`src/rtl/keypad_pkg.sv`:
```
// -----------------------------------------------------------------------------
// keypad_pkg
// Shared definitions for the keypad encoder: the controller state encoding and
// the default values of the encoder parameters.
// -----------------------------------------------------------------------------
package keypad_pkg;

  // Controller states
  typedef enum logic [1:0] {
    ST_IDLE     = 2'd0,
    ST_DEBOUNCE = 2'd1,
    ST_HELD     = 2'd2,
    ST_RELEASE  = 2'd3
  } kp_state_e;

  // Default parameter values
  localparam int KP_N_KEYS          = 10;
  localparam int KP_DEBOUNCE_CYCLES = 8;
  localparam int KP_DIV             = 100;
  localparam int KP_REPEAT_DELAY    = 5;
  localparam int KP_REPEAT_RATE     = 2;

endpackage : keypad_pkg

```
`src/rtl/keypad_encoder_tick_divider.sv`:
```
// -----------------------------------------------------------------------------
// tick_divider
// Free-running modulo-DIV counter producing a one-cycle tick pulse.
// The counter runs 0..DIV-1; tick is high in the cycle the count has just
// wrapped from DIV-1 back to 0.
//
// Ports
//   clk  in   clock, rising edge
//   rst  in   asynchronous active-high reset
//   tick out  registered one-cycle pulse every DIV clk cycles
// -----------------------------------------------------------------------------
module tick_divider
  import keypad_pkg::*;
#(
  parameter int DIV = KP_DIV
) (
  input  logic clk,
  input  logic rst,
  output logic tick
);

  localparam int CNT_W = $clog2(DIV);
  localparam logic [CNT_W-1:0] CNT_LAST = CNT_W'(DIV - 1);

  logic [CNT_W-1:0] cnt_q;
  logic [CNT_W-1:0] cnt_d;
  logic             tick_q;
  logic             tick_d;

  // Next count and tick: wrap at DIV-1 and flag the wrap
  always_comb begin
    cnt_d  = cnt_q;
    tick_d = 1'b0;
    if (cnt_q == CNT_LAST) begin
      cnt_d  = '0;
      tick_d = 1'b1;
    end else begin
      cnt_d  = cnt_q + 1'b1;
      tick_d = 1'b0;
    end
  end

  // Counter and registered tick output
  always_ff @(posedge clk or posedge rst) begin
    if (rst) begin
      cnt_q  <= '0;
      tick_q <= 1'b0;
    end else begin
      cnt_q  <= cnt_d;
      tick_q <= tick_d;
    end
  end

  assign tick = tick_q;

endmodule : tick_divider

```
`src/rtl/keypad_encoder.sv`:
```
// -----------------------------------------------------------------------------
// keypad_encoder
// Debounced priority encoder for a one-hot keypad with auto-repeat.
// Raw keys are synchronised with two flops; the lowest-indexed active key is
// the candidate. A candidate that stays stable for DEBOUNCE_CYCLES cycles is
// accepted: code is updated and loadn pulses low for one cycle. While the key
// stays held, further loadn pulses are generated after REPEAT_DELAY ticks and
// then every REPEAT_RATE ticks. A release must also be stable for
// DEBOUNCE_CYCLES cycles before a new press is considered.
//
// Ports
//   clk       in   clock, rising edge
//   rst       in   asynchronous active-high reset
//   keys      in   raw key levels (1 = pressed), asynchronous to clk
//   enable    in   1 = encoding allowed, 0 = controller held idle
//   code      out  index of the last accepted key
//   loadn     out  active-low one-cycle strobe, code valid to load
//   tick      out  one-cycle pulse every DIV clk cycles
//   multi_err out  last accepted press had more than one key active
// -----------------------------------------------------------------------------
module keypad_encoder
  import keypad_pkg::*;
#(
  parameter int N_KEYS          = KP_N_KEYS,
  parameter int DEBOUNCE_CYCLES = KP_DEBOUNCE_CYCLES,
  parameter int DIV             = KP_DIV,
  parameter int REPEAT_DELAY    = KP_REPEAT_DELAY,
  parameter int REPEAT_RATE     = KP_REPEAT_RATE,
  localparam int CODE_W         = (N_KEYS > 2) ? $clog2(N_KEYS) : 1
) (
  input  logic              clk,
  input  logic              rst,
  input  logic [N_KEYS-1:0] keys,
  input  logic              enable,
  output logic [CODE_W-1:0] code,
  output logic              loadn,
  output logic              tick,
  output logic              multi_err
);

  // The IDLE cycle that latches the candidate is the first stable cycle, so
  // DEBOUNCE only needs DEBOUNCE_CYCLES-1 further matches (at least one).
  localparam logic [7:0] DEB_LAST = (DEBOUNCE_CYCLES > 1) ? 8'(DEBOUNCE_CYCLES - 2) : 8'd0;
  localparam logic [7:0] REL_LAST = 8'(DEBOUNCE_CYCLES - 1);
  localparam logic [7:0] RD_LAST  = (REPEAT_DELAY > 0) ? 8'(REPEAT_DELAY - 1) : 8'd0;
  localparam logic [7:0] RR_LAST  = 8'(REPEAT_RATE - 1);
  localparam logic       REPEAT_EN = (REPEAT_DELAY != 0);

  logic [N_KEYS-1:0] sync1_q;
  logic [N_KEYS-1:0] sync2_q;
  logic [N_KEYS-1:0] keys_s;
  logic [CODE_W-1:0] cand_s;
  logic              any_s;
  logic              multi_s;
  logic              held_s;
  logic              tick_s;

  kp_state_e         state_q;
  logic [CODE_W-1:0] cand_q;
  logic [7:0]        deb_cnt_q;
  logic [7:0]        rep_cnt_q;
  logic              repeating_q;
  logic [CODE_W-1:0] code_q;
  logic              loadn_q;
  logic              multi_q;

  tick_divider #(
    .DIV (DIV)
  ) u_tick_divider (
    .clk  (clk),
    .rst  (rst),
    .tick (tick_s)
  );

  assign keys_s = sync2_q;
  assign any_s  = |keys_s;
  assign held_s = keys_s[cand_q];
  // Clearing the lowest set bit leaves something only if two or more are set
  assign multi_s = |(keys_s & (keys_s - {{(N_KEYS-1){1'b0}}, 1'b1}));

  // Priority encoder: scan downwards so the lowest active index wins
  always_comb begin
    cand_s = '0;
    for (int i = N_KEYS - 1; i >= 0; i--) begin
      cand_s = keys_s[i] ? CODE_W'(i) : cand_s;
    end
  end

  // Input synchroniser and press/hold/release controller with registered outputs
  always_ff @(posedge clk or posedge rst) begin
    if (rst) begin
      sync1_q     <= '0;
      sync2_q     <= '0;
      state_q     <= ST_IDLE;
      cand_q      <= '0;
      deb_cnt_q   <= 8'd0;
      rep_cnt_q   <= 8'd0;
      repeating_q <= 1'b0;
      code_q      <= '0;
      loadn_q     <= 1'b1;
      multi_q     <= 1'b0;
    end else begin
      sync1_q <= keys;
      sync2_q <= sync1_q;
      loadn_q <= 1'b1;
      if (!enable) begin
        state_q     <= ST_IDLE;
        deb_cnt_q   <= 8'd0;
        rep_cnt_q   <= 8'd0;
        repeating_q <= 1'b0;
      end else begin
        case (state_q)
          ST_IDLE: begin
            if (any_s) begin
              cand_q    <= cand_s;
              deb_cnt_q <= 8'd0;
              state_q   <= ST_DEBOUNCE;
            end
          end
          ST_DEBOUNCE: begin
            if (any_s && (cand_s == cand_q)) begin
              if (deb_cnt_q >= DEB_LAST) begin
                loadn_q     <= 1'b0;
                code_q      <= cand_q;
                multi_q     <= multi_s;
                deb_cnt_q   <= 8'd0;
                rep_cnt_q   <= 8'd0;
                repeating_q <= 1'b0;
                state_q     <= ST_HELD;
              end else begin
                deb_cnt_q <= deb_cnt_q + 8'd1;
              end
            end else begin
              deb_cnt_q <= 8'd0;
              state_q   <= ST_IDLE;
            end
          end
          ST_HELD: begin
            if (!held_s) begin
              deb_cnt_q   <= 8'd0;
              rep_cnt_q   <= 8'd0;
              repeating_q <= 1'b0;
              state_q     <= ST_RELEASE;
            end else if (REPEAT_EN && tick_s) begin
              // First repeat waits REPEAT_DELAY ticks, later ones REPEAT_RATE
              if (rep_cnt_q >= (repeating_q ? RR_LAST : RD_LAST)) begin
                loadn_q     <= 1'b0;
                rep_cnt_q   <= 8'd0;
                repeating_q <= 1'b1;
              end else begin
                rep_cnt_q <= rep_cnt_q + 8'd1;
              end
            end
          end
          ST_RELEASE: begin
            if (any_s) begin
              deb_cnt_q <= 8'd0;
            end else if (deb_cnt_q >= REL_LAST) begin
              deb_cnt_q <= 8'd0;
              state_q   <= ST_IDLE;
            end else begin
              deb_cnt_q <= deb_cnt_q + 8'd1;
            end
          end
          default: begin
            deb_cnt_q   <= 8'd0;
            rep_cnt_q   <= 8'd0;
            repeating_q <= 1'b0;
            state_q     <= ST_IDLE;
          end
        endcase
      end
    end
  end

  assign code      = code_q;
  assign loadn     = loadn_q;
  assign multi_err = multi_q;
  assign tick      = tick_s;

endmodule : keypad_encoder

```
`config.mk`:
```
export PLATFORM = sky130hd
export DESIGN_NAME = keypad_encoder
export DESIGN_NICKNAME = d
export VERILOG_FILES = /design/src/rtl/keypad_pkg.sv /design/src/rtl/keypad_encoder_tick_divider.sv /design/src/rtl/keypad_encoder.sv
export SDC_FILE = /design/constraint.sdc
export NUM_CORES = 1
export LEC_CHECK = 0
export ABC_AREA = 1
export BUFFER_PORTS_ARGS = -buffer_cell sky130_fd_sc_hd__buf_2
export CORE_ASPECT_RATIO = 1.4
export CORE_MARGIN = 4
export CORE_UTILIZATION = 30
export DETAILED_ROUTE_END_ITERATION = 10
export PLACE_DENSITY = 0.57
export SYNTH_ARGS = -nofsm -noshare
export SYNTH_HDL_FRONTEND = slang
export SYNTH_SLANG_ARGS = --single-unit
```
`constraint.sdc`:
```
create_clock -name clk -period 2.9 [get_ports clk]
set_input_delay 0.435 -clock clk [delete_from_list [all_inputs] [get_ports clk]]
set_output_delay 0.435 -clock clk [all_outputs]
set_load 0.02 [all_outputs]
```
# Word level (Yosys, flattened, before mapping)

Cells that the tools add are included.

Bits of input ports: 13
Register bits after elaboration: 57
Output and inout port bits: 7
Word-level logic and storage cells: 98

Bitwise gates (word level): 1
Order comparisons: 4
Add/subtract/negate cells: 4
Equality and inequality tests: 15
Mux-type cells: 52
Reductions and logical operators: 10

Operators by type and width:

| kind                                                                                 | number |
|---|---|
| 8-bit 2-to-1 mux                                                                     | 13 |
| 4-bit 2-to-1 mux                                                                     | 10 |
| 8-bit one-hot mux with 4 select lines                                                | 1 |
| 10-bit OR reduction                                                                  | 2 |
| 3-bit != test (second input constant)                                                | 6 |
| 8-bit by 1-bit adder with 8-bit output (second input constant)                       | 2 |
| 8-bit by 3-bit greater-or-equal comparator with 1-bit output (second input constant) | 2 |
| 8-bit one-hot mux with 2 select lines                                                | 1 |
| 1-bit 2-to-1 mux                                                                     | 14 |
| 2-bit 2-to-1 mux                                                                     | 7 |
| 10-bit bitwise AND                                                                   | 1 |
| 5-bit AND reduction                                                                  | 2 |
| 10-bit by 1-bit subtractor with 10-bit output (second input constant)                | 1 |
| 8-bit by 3-bit greater-or-equal comparator with 1-bit output                         | 1 |
| 4-bit != test (second input constant)                                                | 2 |
| 2-bit one-hot mux with 4 select lines                                                | 1 |
| 4-bit AND reduction                                                                  | 2 |
| 7-bit by 1-bit adder with 7-bit output (second input constant)                       | 1 |
| 7-bit equality test (second input constant)                                          | 1 |
| 7-bit 2-to-1 mux                                                                     | 1 |
| 4-bit by 5-bit < comparator with 1-bit output (second input constant)                | 1 |
| 1-bit binary-select mux with 4-bit select                                            | 1 |
| 2-bit equality test (second input constant)                                          | 2 |
| 4-bit equality test                                                                  | 1 |
| 9 further kinds                                                                      | 10 |

# Depth between registers and ports, before layout

Gate-level depths: netlist (run 1).

Depth after elaboration: 15
Mapped depth: 17
Mapped depth without buffers: 17

# Modules after synthesis

A second synthesis (run 1) with hierarchy kept.

Cell total of the unflattened synthesis: 330
Area total of the unflattened synthesis: 2803.9 sq um

By module, submodules not included:

| module         | area each (sq um) | times used | cells each |
|---|---|---|---|
| keypad_encoder | 2417.3            | 1          | 282 |
| tick_divider   | 386.6             | 1          | 48 |

# Worst setup path before layout (run 1)

Ideal clock, no wire load.

Path kind: flip-flop to flip-flop
Start: reg sync2_q[1], in the netlist keys_s[1]
End: reg rep_cnt_q[3]
Required time: 2784 ps
Buffers on the path: 0
Slack: 1156 ps
Cell stages (with the launch flop): 15
Clock period less this slack: 1744 ps
Arrival time: 1628 ps
Path through: dfrtp_1 > nor2_4 > nand2_4 > nor2_4 > nand2_1 > xor2_1 > clkinv_1 > nand2_2 > nor2_8 > nand3_2 > nand2_2 > nand2_4 > clkinv_4 > nand2_1 > nand2_1

Word-level cells in the longest chain between the ends: 6
Elaborated cells on any way between the ends: 13
Classes of those cells: 3 x eq/ne; 7 x mux; 3 x reduce/logical

Ends and longest elaborated chain:

| what                                                     | RTL line              | source |
|---|---|---|
| start, declared                                          | keypad_encoder.sv:50  | `logic [N_KEYS-1:0] sync2_q;` |
| start signal, assigned                                   | keypad_encoder.sv:104 | `sync2_q <= sync1_q;` |
| branches (longest 6 deep; another with 8-bit 2-to-1 mux) | -                     |  |
| end signal, assigned                                     | keypad_encoder.sv:151 | `rep_cnt_q <= rep_cnt_q + 8'd1;` |
| end, declared                                            | keypad_encoder.sv:61  | `logic [7:0] rep_cnt_q;` |

Parallel ways; which one is timed is not known. The select of a mux whose other input is x is not followed.
A chain may end at the register's enable or synchronous reset.

# Final worst setup path (run 1)

Start: reg sync2_q[3], in the netlist keys_s[3]
End: reg multi_q, in the netlist multi_err

Word-level cells in the longest chain between the ends: 7
Elaborated cells on any way between the ends: 11
Classes of those cells: 1 x add/sub; 1 x eq/ne; 4 x mux; 1 x bitwise; 4 x reduce/logical

Ends and longest elaborated chain:

| what                                                                                  | RTL line              | source |
|---|---|---|
| branches (longest 7 deep; another with 10-bit by 1-bit subtractor with 10-bit output) | -                     |  |
| end signal, assigned                                                                  | keypad_encoder.sv:125 | `multi_q <= multi_s;` |
| end, declared                                                                         | keypad_encoder.sv:65  | `logic multi_q;` |

Parallel ways; which one is timed is not known.

==> flow_summary.yaml, run 1 <==
critical_path:
  crit_path_start: "keys_s[3]$_DFF_PP0_"
  path_class: "flip-flop to flip-flop"
  slowest_delay_ps: 410
  cp.required_ps: 3110
  arrival_ps: 2180
  cp-end-kind: "flip-flop"
  slowest_stage: "dfrtp_1"
  reg2reg_from: "keys_s[3]$_DFF_PP0_"
  crit_chain: "nor2_1 > nand2_4 > nor2_4 > nand2_1 > xor2_1 > clkinv_1 > nand2_2 > nor2_8 > nand4_2 > nand2_1 > o21ai_1"
  r2r_cells: 11
  cp_max_fo: 10
  start_kind: "flip-flop"
  critPathMostFrequentCell: "nand2_1"
timing:
  post-route-period-util_pct: 67.8
  finalCriticalPeriod_ps: 1970
  rsz0062_at_grt: "no"
  timing.fmax_mhz: 509
  hold_viol: 0
  tns_ps: 0
  finalMaxSlewViolations: 0
  slew_headroom_pct: 63.7
  finalSetupViolCount: 0
  finalWorstSetupSlack_ps: 934
  skew_ps: 5.85
  worstMarginPinSlew_ps: 540
cells_and_area:
  nets: 372
  final_cell_mix: "nand2_1 (71), dfrtp_1 (56), inv_1 (45), nor2_1 (29), nand3_1 (28)"
  synthToLayoutAreaGrowth_pct: 19.4
  drive_above_1_share_pct: 15.8
  postLayoutCoreUtil_pct: 36.5
  antennaDiodeCount: 0
  final_common_cell: "nand2_1"
  fill_cells: 899
cts:
  cts_setup_buffers: 0
  clkTransAtPathRegs_ps: 50
  clk_path_buf_depth: 2
  cts.htree.levels: 3
  ctsResizeCount: 0
  cts_root_buf: "clkbuf_16"
  cts_tree: "done"
  holdBufCountCts: 0
  clock_sinks: 57
  cts_buffers: 9
  insertion_delay_ps: 330
grt:
  grt_pass1_wl_um: 9370
  grt_max_degree: 38
  grtUsageMet3_pct: 4.21
  grtUsageTotal_pct: 11.6
  use_met2_pct: 17.6
  grt_pass1_vias: 2069
  grt_most_used_layer: "met2"
  grtUsageMet1_pct: 13.9
  overflow: 0
  antenna_found_initial: 0
detailed_routing:
  wl_per_cell_um: 11.4
  first_pass_iters: 4
  ant_nets: 0
  num_vias: 2056
  drtIter0Drc: 134
  drc: 0
  viasPerCell: 4.46
  routed_wl_um: 5250
synth:
  synthCells: 319
  synth_cell_types: 35
  yosysTopAreaCell: "dfrtp_1"
  avgSynthCellArea_um2: 8.61
  synth_area_mm2: 0.00275
  syn_nets: 342
  ys_seq_area_share_pct: 52.0
  synth_area_leaders: "dfrtp_1 (51%), nand2_1 (9.7%), inv_1 (6.3%)"
  synth_seq_cells: 57
  synth_top_area_share_pct: 51.0
  ys_warn_count: 0
power_and_ir_drop:
  leakage_nw: 1.61
  ir_drop_mv: 0.308
  finalPower_mw: 2.13
  cellPowerDensity_mw_per_mm2: 649
floorplanning:
  start_util_pct: 30.6
  die_area_mm2: 0.0108
  rows: 41
  die_x_um: 88.8
  core_area_mm2: 0.00898
  ioPinCount: 20
  die_h_um: 121
run:
  drv_cap: 0
worst_hold_path:
  hold_path_class: "input pin to async pin"
placement:
  pre_cts_slack_ps: 919
  place.gp.congestion: 0.817
  portBuffers: 19
  hpwl_um: 3960
outcome:
  status: "completed"
[routing by layer]
layer  wire length (um)  up-vias
met5                  0        -
met4                178        0
met2               2500       32
li1                   -     1074
met1               2330      936
met3                240       14
[kinds of logic (layout without fill, tap and decap cells)]
group / count (synthesis) / count (layout) / synth area share [%]
XOR/XNOR: 7 / 7 / 2.23
AO/OA/AOI/OAI: 36 / 36 / 7.16
buffers and inverters: 55 / 90 / 7.75
adder cells (fa/ha/maj): 10 / 10 / 4.56
AND/OR/NAND/NOR: 154 / 154 / 26.3
flip-flops: 57 / 57 / 52.0
[stage by stage]
step	instances	hold slack, ps	cell area, um^2
floorplan	319	331	2750
global placement	445	332	2980
detailed placement	445	335	2980
CTS	461	135	3280
global route	461	159	3280
finish	461	131	3280
[synth_stat cells, drive strengths merged]
library cell and count:
nor3b 2, buf 1, nand4 7, and2 1, ha 10, nor2 33, inv 50, or3b 1
o21ai 19, or2 1, o21bai 2, clkbuf 1, dfstp 1, o211ai 1, xor2 4, o22ai 3
nand2 76, nor3 4, o31ai 1, dfrtp 56, clkinv 3, nand3 29, xnor2 3, a21oi 9
a211oi 1
[worst max-delay path: cells and delay by family, from the launching register on]
| kind | cells | cell delay, ps |
|---|---|---|
| AOI/OAI and AO/OA | 1 | 70 |
| xor gates and xnor gates | 1 | 160 |
| buffers and inverters | 1 | 60 |
| DFF | 1 | 410 |
| and+or+nand+nor | 8 | 1160 |
[power by group]
part	switching [mW]	leakage, nW	internal (mW)
clock	0.352	0.142	0.683
sequential	0.0294	0.728	0.827
combinational	0.159	0.736	0.0785
[layout make-up]
class	count	area, um^2	share of cell area, %
timing repair buffer	21	110	3.36
clock buffer	11	243	7.40
inverter	53	204	6.22
sequential	57	1430	43.5
clock inverter	5	55.1	1.68
tap	107	134	4.08
multi-input combinational	207	1100	33.7
[final timing paths]
check                                           end  slack, ps
min in group clk               sync1_q[7]$_DFF_PP0_        210
setup / recovery              multi_err$_DFFE_PP0P_        930
setup reg to reg              multi_err$_DFFE_PP0P_        930
hold / removal                  keys_s[3]$_DFF_PP0_        130
hold reg to reg                 keys_s[4]$_DFF_PP0_        340
max in group asynchronous  deb_cnt_q[0]$_DFFE_PP0P_       2360
[state kept, by name, indices dropped and copies added, names as in the netlist, 2 cells and up]
signal	count
cand_q	4
code	4
deb_cnt_q	8
keys_s	10
rep_cnt_q	8
state_q	2
sync1_q	10
u_tick_divider.cnt_q	7
Note: power is estimated with default switching activity, not from simulation.
==> run 2: changes to the inputs <==
--- a/config.mk
+++ b/config.mk
@@ -11,7 +11,7 @@
 export CORE_MARGIN = 4
 export CORE_UTILIZATION = 30
 export DETAILED_ROUTE_END_ITERATION = 10
-export PLACE_DENSITY = 0.57
+export PLACE_DENSITY = 0.59
 export SYNTH_ARGS = -nofsm -noshare
 export SYNTH_HDL_FRONTEND = slang
 export SYNTH_SLANG_ARGS = --single-unit
==> constraint.sdc (replaced) <==
create_clock -name clk -period 1.8 [get_ports clk]
set_input_delay 0.27 -clock clk [delete_from_list [all_inputs] [get_ports clk]]
set_output_delay 0.27 -clock clk [all_outputs]
set_load 0.02 [all_outputs]
==> run 2 against run 1 <==
  * The flow now finishes with violations (negative setup slack)
  * Clock skew is 1.1 ps lower
  * Maximum frequency is 8.6% higher
  * Routed wire length is 7.9% higher
  * Sequential power is 61% higher
==> flow_summary.yaml, run 2 (synthesized netlist as in run 1, its figures left out) <==
critical_path:
  cp.required_ps: 2010
  cp_max_fo: 8
  start_kind: "flip-flop"
  reg2reg_from: "keys_s[1]$_DFF_PP0_"
  r2r_slack_ps: -9
  cp-end-kind: "flip-flop"
  r2r_cells: 14
  path_class: "flip-flop to flip-flop"
  arrival_ps: 2020
  reg2reg_to: "rep_cnt_q[1]$_DFFE_PP0P_"
power_and_ir_drop:
  cellPowerDensity_mw_per_mm2: 1010
  leakage_nw: 1.86
  switchingPower_mw: 0.962
  ir_drop_mv: 0.523
  p_seq_share_pct: 36.1
  clkPwrFrac_pct: 48.1
  swShare_pct: 25.1
  power.internal_mw: 2.87
  combPwrFrac_pct: 15.8
floorplanning:
  die_area_mm2: 0.0108
  ioPinCount: 20
  die_x_um: 88.8
  die_h_um: 121
  rows: 41
  core_area_mm2: 0.00898
  start_util_pct: 30.6
detailed_routing:
  num_vias: 2252
  met1Wirelength_um: 2350
  first_pass_iters: 4
  routed_wl_um: 5660
  drtIter0Drc: 82
  top_layer_used: "met4"
  wl_per_cell_um: 11.4
  met3_length_um: 214
  met2_wirelength_um: 2970
  drc: 0
  viasPerCell: 4.52
  ant_nets: 0
placement:
  portBuffers: 19
  place_area_mm2: 0.00317
  place.gp.congestion: 0.832
  hpwl_um: 4060
cells_and_area:
  final_common_cell: "nand2_1"
  nets: 409
  final_cell_mix: "nand2_1 (60), dfrtp_1 (55), inv_1 (42), buf_4 (33), nand3_1 (23)"
  synthToLayoutAreaGrowth_pct: 38.2
  fill_cells: 855
  drive_above_1_share_pct: 33.0
  antennaDiodeCount: 0
  post-route-cell-area_mm2: 0.00379
cts:
  cts_tree: "done"
  clock_sinks: 57
  cts.htree.levels: 3
  clk_path_buf_depth: 2
  clkTransAtPathRegs_ps: 50
  cts_root_buf: "clkbuf_16"
  cts_buffers: 9
  insertion_delay_ps: 330
timing:
  finalMaxSlewViolations: 0
  hold_slack_ps: 43.4
  finalSetupViolCount: 1
  slew_headroom_pct: 69.2
  timing.fmax_mhz: 553
  finalCriticalPeriod_ps: 1810
  worstMarginPinSlew_ps: 462
  post-route-period-util_pct: 101
  skew_ps: 4.78
  finalWorstSetupSlack_ps: -9.28
  hold_viol: 0
  rsz0062_at_grt: "yes"
worst_hold_path:
  whs_endpoint: "sync1_q[1]$_DFF_PP0_"
  worstHoldStart: "keys[1]"
  min_path_cells: 1
  hold_path_class: "input pin to flip-flop"
grt:
  grt_pass1_wl_um: 9250
  grt_pass1_vias: 2123
  grtUsageTotal_pct: 11.3
  antenna_found_initial: 0
  overflow: 0
  grt_max_degree: 30
outcome:
  status: "complete, but fails checks"
  violations: "negative setup slack"
run:
  drv_cap: 0
## run 2: cell types whose count changed in the layout (fill, tap and decap cells not counted), moves of 3 or more
cell / previous run / this run
nor2_1: 29 / 22
inv_2: 5 / 9
nand2_2: 3 / 11
a21oi_1: 9 / 6
nor2_4: 2 / 7
inv_1: 45 / 42
nand2_1: 71 / 60
a21oi_2: 0 / 3
o21ai_0: 8 / 4
o21ai_2: 0 / 3
buf_6: 0 / 4
nand3_1: 28 / 23
nand3_2: 1 / 5
buf_4: 2 / 33
## run 2: worst max path at each step
stage | from | cells after the start | to
floorplan | keys_s[1]$_DFF_PP0_ | 14 | rep_cnt_q[3]$_DFFE_PP0P_
global placement | keys_s[2]$_DFF_PP0_ | 11 | multi_err$_DFFE_PP0P_
detailed placement | keys_s[2]$_DFF_PP0_ | 11 | code[1]$_DFFE_PP0P_
CTS | keys_s[0]$_DFF_PP0_ | 14 | rep_cnt_q[3]$_DFFE_PP0P_
global route | keys_s[1]$_DFF_PP0_ | 14 | rep_cnt_q[0]$_DFFE_PP0P_
finish | keys_s[1]$_DFF_PP0_ | 14 | rep_cnt_q[1]$_DFFE_PP0P_
## run 2: critical path, stage by stage (launching register included)
cell and delay, ps:
dfrtp_1 400, nor2_4 160, nand2_4 80, inv_2 50, nand2_1 60, nand2_1 80
nand3_2 90, nor2_4 140, nand2_4 70, nor2_8 150, nand3_4 90, nand2_4 110
nand2_8 90, nand2_1 70, o21ai_1 60
## run 2: metal layers
metal  vias to the layer above  global-route usage, %
met5                         -                      0
met4                         0                   6.52
met3                         7                   3.94
met2                        33                   18.1
met1                      1059                   12.8
li1                       1153                      -
## run 2: power groups by stage
stage	Clock [mW]	Combinational (mW)	Sequential, mW
after global routing	1.96	0.674	1.39
after detailed placement	0	0.449	1.40
after CTS	1.89	0.463	1.38
after floorplan	0	0.308	1.38
after global placement	0	0.443	1.39
final	1.84	0.607	1.38
## run 2: repair_timing
action / in CTS / in global routing
gates cloned: 0 / 0
setup buffers: 3 / 9
hold endpoints to repair: 20 / 0
pin swaps: 3 / 17
resized for setup: 8 / 52
hold buffers: 1 / 0
setup endpoints to repair: 19 / 25
## run 2: area by class of cell
| type | count | area, um^2 | share of cell area, % |
|---|---|---|---|
| clock buffer | 11 | 253 | 6.66 |
| clock inverter | 5 | 77.6 | 2.04 |
| inverter | 53 | 209 | 5.51 |
| multi-input combinational | 207 | 1270 | 33.6 |
| sequential | 57 | 1430 | 37.7 |
| tap | 107 | 134 | 3.53 |
| timing repair buffer | 58 | 418 | 11.0 |
## run 2: metrics by stage
step                      cells  utilization, %  total power [mW]  worst slack [ps]  setup TNS [ps]
after floorplan             319               -              1.69              55.9               0
after global placement      469            35.3              1.84             -93.8            -634
after detailed placement    469            35.3              1.85              -116           -1090
after CTS                   489            39.7              3.73             -25.8           -93.1
after global routing        498            42.3              4.02              -129           -1890
final                       498            42.3              3.83             -9.28           -9.28
==> run 3: changes to the inputs <==
--- a/config.mk
+++ b/config.mk
@@ -11,7 +11,10 @@
 export CORE_MARGIN = 4
 export CORE_UTILIZATION = 30
 export DETAILED_ROUTE_END_ITERATION = 10
+export HOLD_SLACK_MARGIN = 0.03
 export PLACE_DENSITY = 0.59
+export RECOVER_POWER = 25
+export SLEW_MARGIN = 20
 export SYNTH_ARGS = -nofsm -noshare
 export SYNTH_HDL_FRONTEND = slang
 export SYNTH_SLANG_ARGS = --single-unit
==> run 3 against run 2 <==
  * The flow still finishes with violations (negative setup slack)
  * Global-route usage is the same
  * Hold slack hardly changed
  * Sequential power barely moved
  * Utilization grew 0.22 points
  * Power hardly changed
  * Worst setup slack is essentially flat
  * Via count rose by 0.36%
  * Maximum frequency about the same
  * Clock skew is essentially flat
  * First-iteration DRC count is 12% lower
  * Design area rose by 0.53%
  * Routed wire length rose by 0.18%
  * Critical endpoint unchanged
  * Largest cell class unchanged
  * Largest power group unchanged
==> flow_summary.yaml, run 3 (synthesized netlist as in run 1, its figures left out) <==
timing:
  finalMaxSlewViolations: 0
  hold_viol: 0
  slew_headroom_pct: 44.9
  hold_slack_ps: 43.4
  finalCriticalPeriod_ps: 1810
  finalWorstSetupSlack_ps: -9.26
  timing.fmax_mhz: 553
  post-route-period-util_pct: 101
  finalSetupViolCount: 1
  skew_ps: 4.77
  rsz0062_at_grt: "yes"
  worstMarginPinSlew_ps: 826
critical_path:
  crit_cells: 14
  path_class: "flip-flop to flip-flop"
  r2r_slack_ps: -9
  cp-end-kind: "flip-flop"
  crit_family: "simple AND/OR/NAND/NOR gates"
  start_kind: "flip-flop"
  reg2reg_to: "rep_cnt_q[1]$_DFFE_PP0P_"
  crit_chain: "nor2_4 > nand2_4 > inv_2 > nand2_1 > nand2_1 > nand3_2 > nor2_4 > nand2_4 > nor2_8 > nand3_4 > nand2_4 > nand2_8 > nand2_1 > o21ai_1"
  cp.required_ps: 2010
  r2r_cells: 14
  slowest_stage: "dfrtp_1"
  arrival_ps: 2020
  slowest_delay_ps: 400
  crit_path_end: "rep_cnt_q[1]$_DFFE_PP0P_"
  reg2reg_from: "keys_s[1]$_DFF_PP0_"
  cp_max_fo: 8
  cp_num_buf_inv: 1
  crit_path_start: "keys_s[1]$_DFF_PP0_"
floorplanning:
  rows: 41
  start_util_pct: 30.6
  core_area_mm2: 0.00898
  die_area_mm2: 0.0108
  die_x_um: 88.8
  ioPinCount: 20
  die_h_um: 121
power_and_ir_drop:
  leakage_nw: 1.87
  cellPowerDensity_mw_per_mm2: 1010
  ir_drop_mv: 0.523
  finalPower_mw: 3.83
placement:
  place.gp.congestion: 0.832
  hpwl_um: 4060
  pre_cts_slack_ps: -116
  portBuffers: 19
cells_and_area:
  final_cell_mix: "nand2_1 (60), dfrtp_1 (55), inv_1 (43), buf_4 (33), nand3_1 (23)"
  drive_above_1_share_pct: 32.6
  antennaDiodeCount: 0
  final_common_cell: "nand2_1"
  fill_cells: 853
  nets: 411
  synthToLayoutAreaGrowth_pct: 38.9
cts:
  cts.htree.levels: 3
  clkTransAtPathRegs_ps: 50
  clk_path_buf_depth: 2
  cts_root_buf: "clkbuf_16"
  cts_tree: "done"
  clock_sinks: 57
  insertion_delay_ps: 330
  cts_buffers: 9
outcome:
  violations: "negative setup slack"
  status: "complete, but fails checks"
detailed_routing:
  viasPerCell: 4.52
  wl_per_cell_um: 11.3
  drc: 0
  routed_wl_um: 5670
  num_vias: 2260
  drtIter0Drc: 72
  ant_nets: 0
  first_pass_iters: 4
grt:
  grt_max_degree: 30
  grtUsageTotal_pct: 11.3
  overflow: 0
  antenna_found_initial: 0
  grt_pass1_vias: 2123
  grt_pass1_wl_um: 9250
run:
  drv_cap: 0
worst_hold_path:
  hold_path_class: "input pin to flip-flop"
[run 3: area by class of cell]
cell class / count / area [um^2] / area share (%)
Sequential cell: 57 / 1430 / 37.5
Multi-Input combinational cell: 207 / 1270 / 33.4
Inverter: 53 / 209 / 5.48
Clock inverter: 5 / 77.6 / 2.03
Clock buffer: 11 / 253 / 6.63
Timing Repair Buffer: 60 / 438 / 11.5
Tap cell: 107 / 134 / 3.51
[run 3: repair_timing]
item / 4_1_cts / 5_1_grt
hold buffers: 1 / 2
gates resized for setup: 8 / 52
endpoints found under the setup margin: 19 / 25
pin swaps: 3 / 17
buffers inserted: 3 / 9
endpoints found under the hold margin: 20 / 2
[run 3: stage by stage]
step / std cells / util (%) / cell area, um^2 / setup TNS, ps
3_3_place_gp: 469 / 35.3 / 3170 / -634
4_1_cts: 489 / 39.7 / 3560 / -93.1
5_1_grt: 500 / 42.5 / 3810 / -1890
2_1_floorplan: 319 / - / 2750 / 0
6_report: 500 / 42.5 / 3810 / -9.26
3_5_place_dp: 469 / 35.3 / 3170 / -1090
[run 3: power by group]
group | internal (mW) | switching [mW]
Combinational | 0.261 | 0.349
Clock | 1.28 | 0.564
Sequential | 1.33 | 0.0487
Total | 2.87 | 0.962
[run 3: routing by layer]
| layer | part of all wire [%] | wire length [um] | track usage [%] | vias to the layer above |
|---|---|---|---|---|
| li1 | - | - | - | 1156 |
| met1 | 41 | 2350 | 12.8 | 1064 |
| met2 | 53 | 2980 | 18.1 | 33 |
| met3 | 3.8 | 217 | 3.94 | 7 |
| met4 | 2.3 | 131 | 6.52 | 0 |
| met5 | 0 | 0 | 0 | - |
[run 3: how the worst min path moves through the flow]
stage                  from                    to  slack, ps  cells past startpoint
floorplan           keys[0]  sync1_q[0]$_DFF_PP0_        300                      0
global placement        rst  sync1_q[4]$_DFF_PP0_        300                      2
detailed placement      rst  sync1_q[4]$_DFF_PP0_        310                      2
CTS                 keys[0]  sync1_q[0]$_DFF_PP0_         30                      1
global route        keys[7]  sync1_q[7]$_DFF_PP0_         30                      1
finish              keys[1]  sync1_q[1]$_DFF_PP0_         40                      1
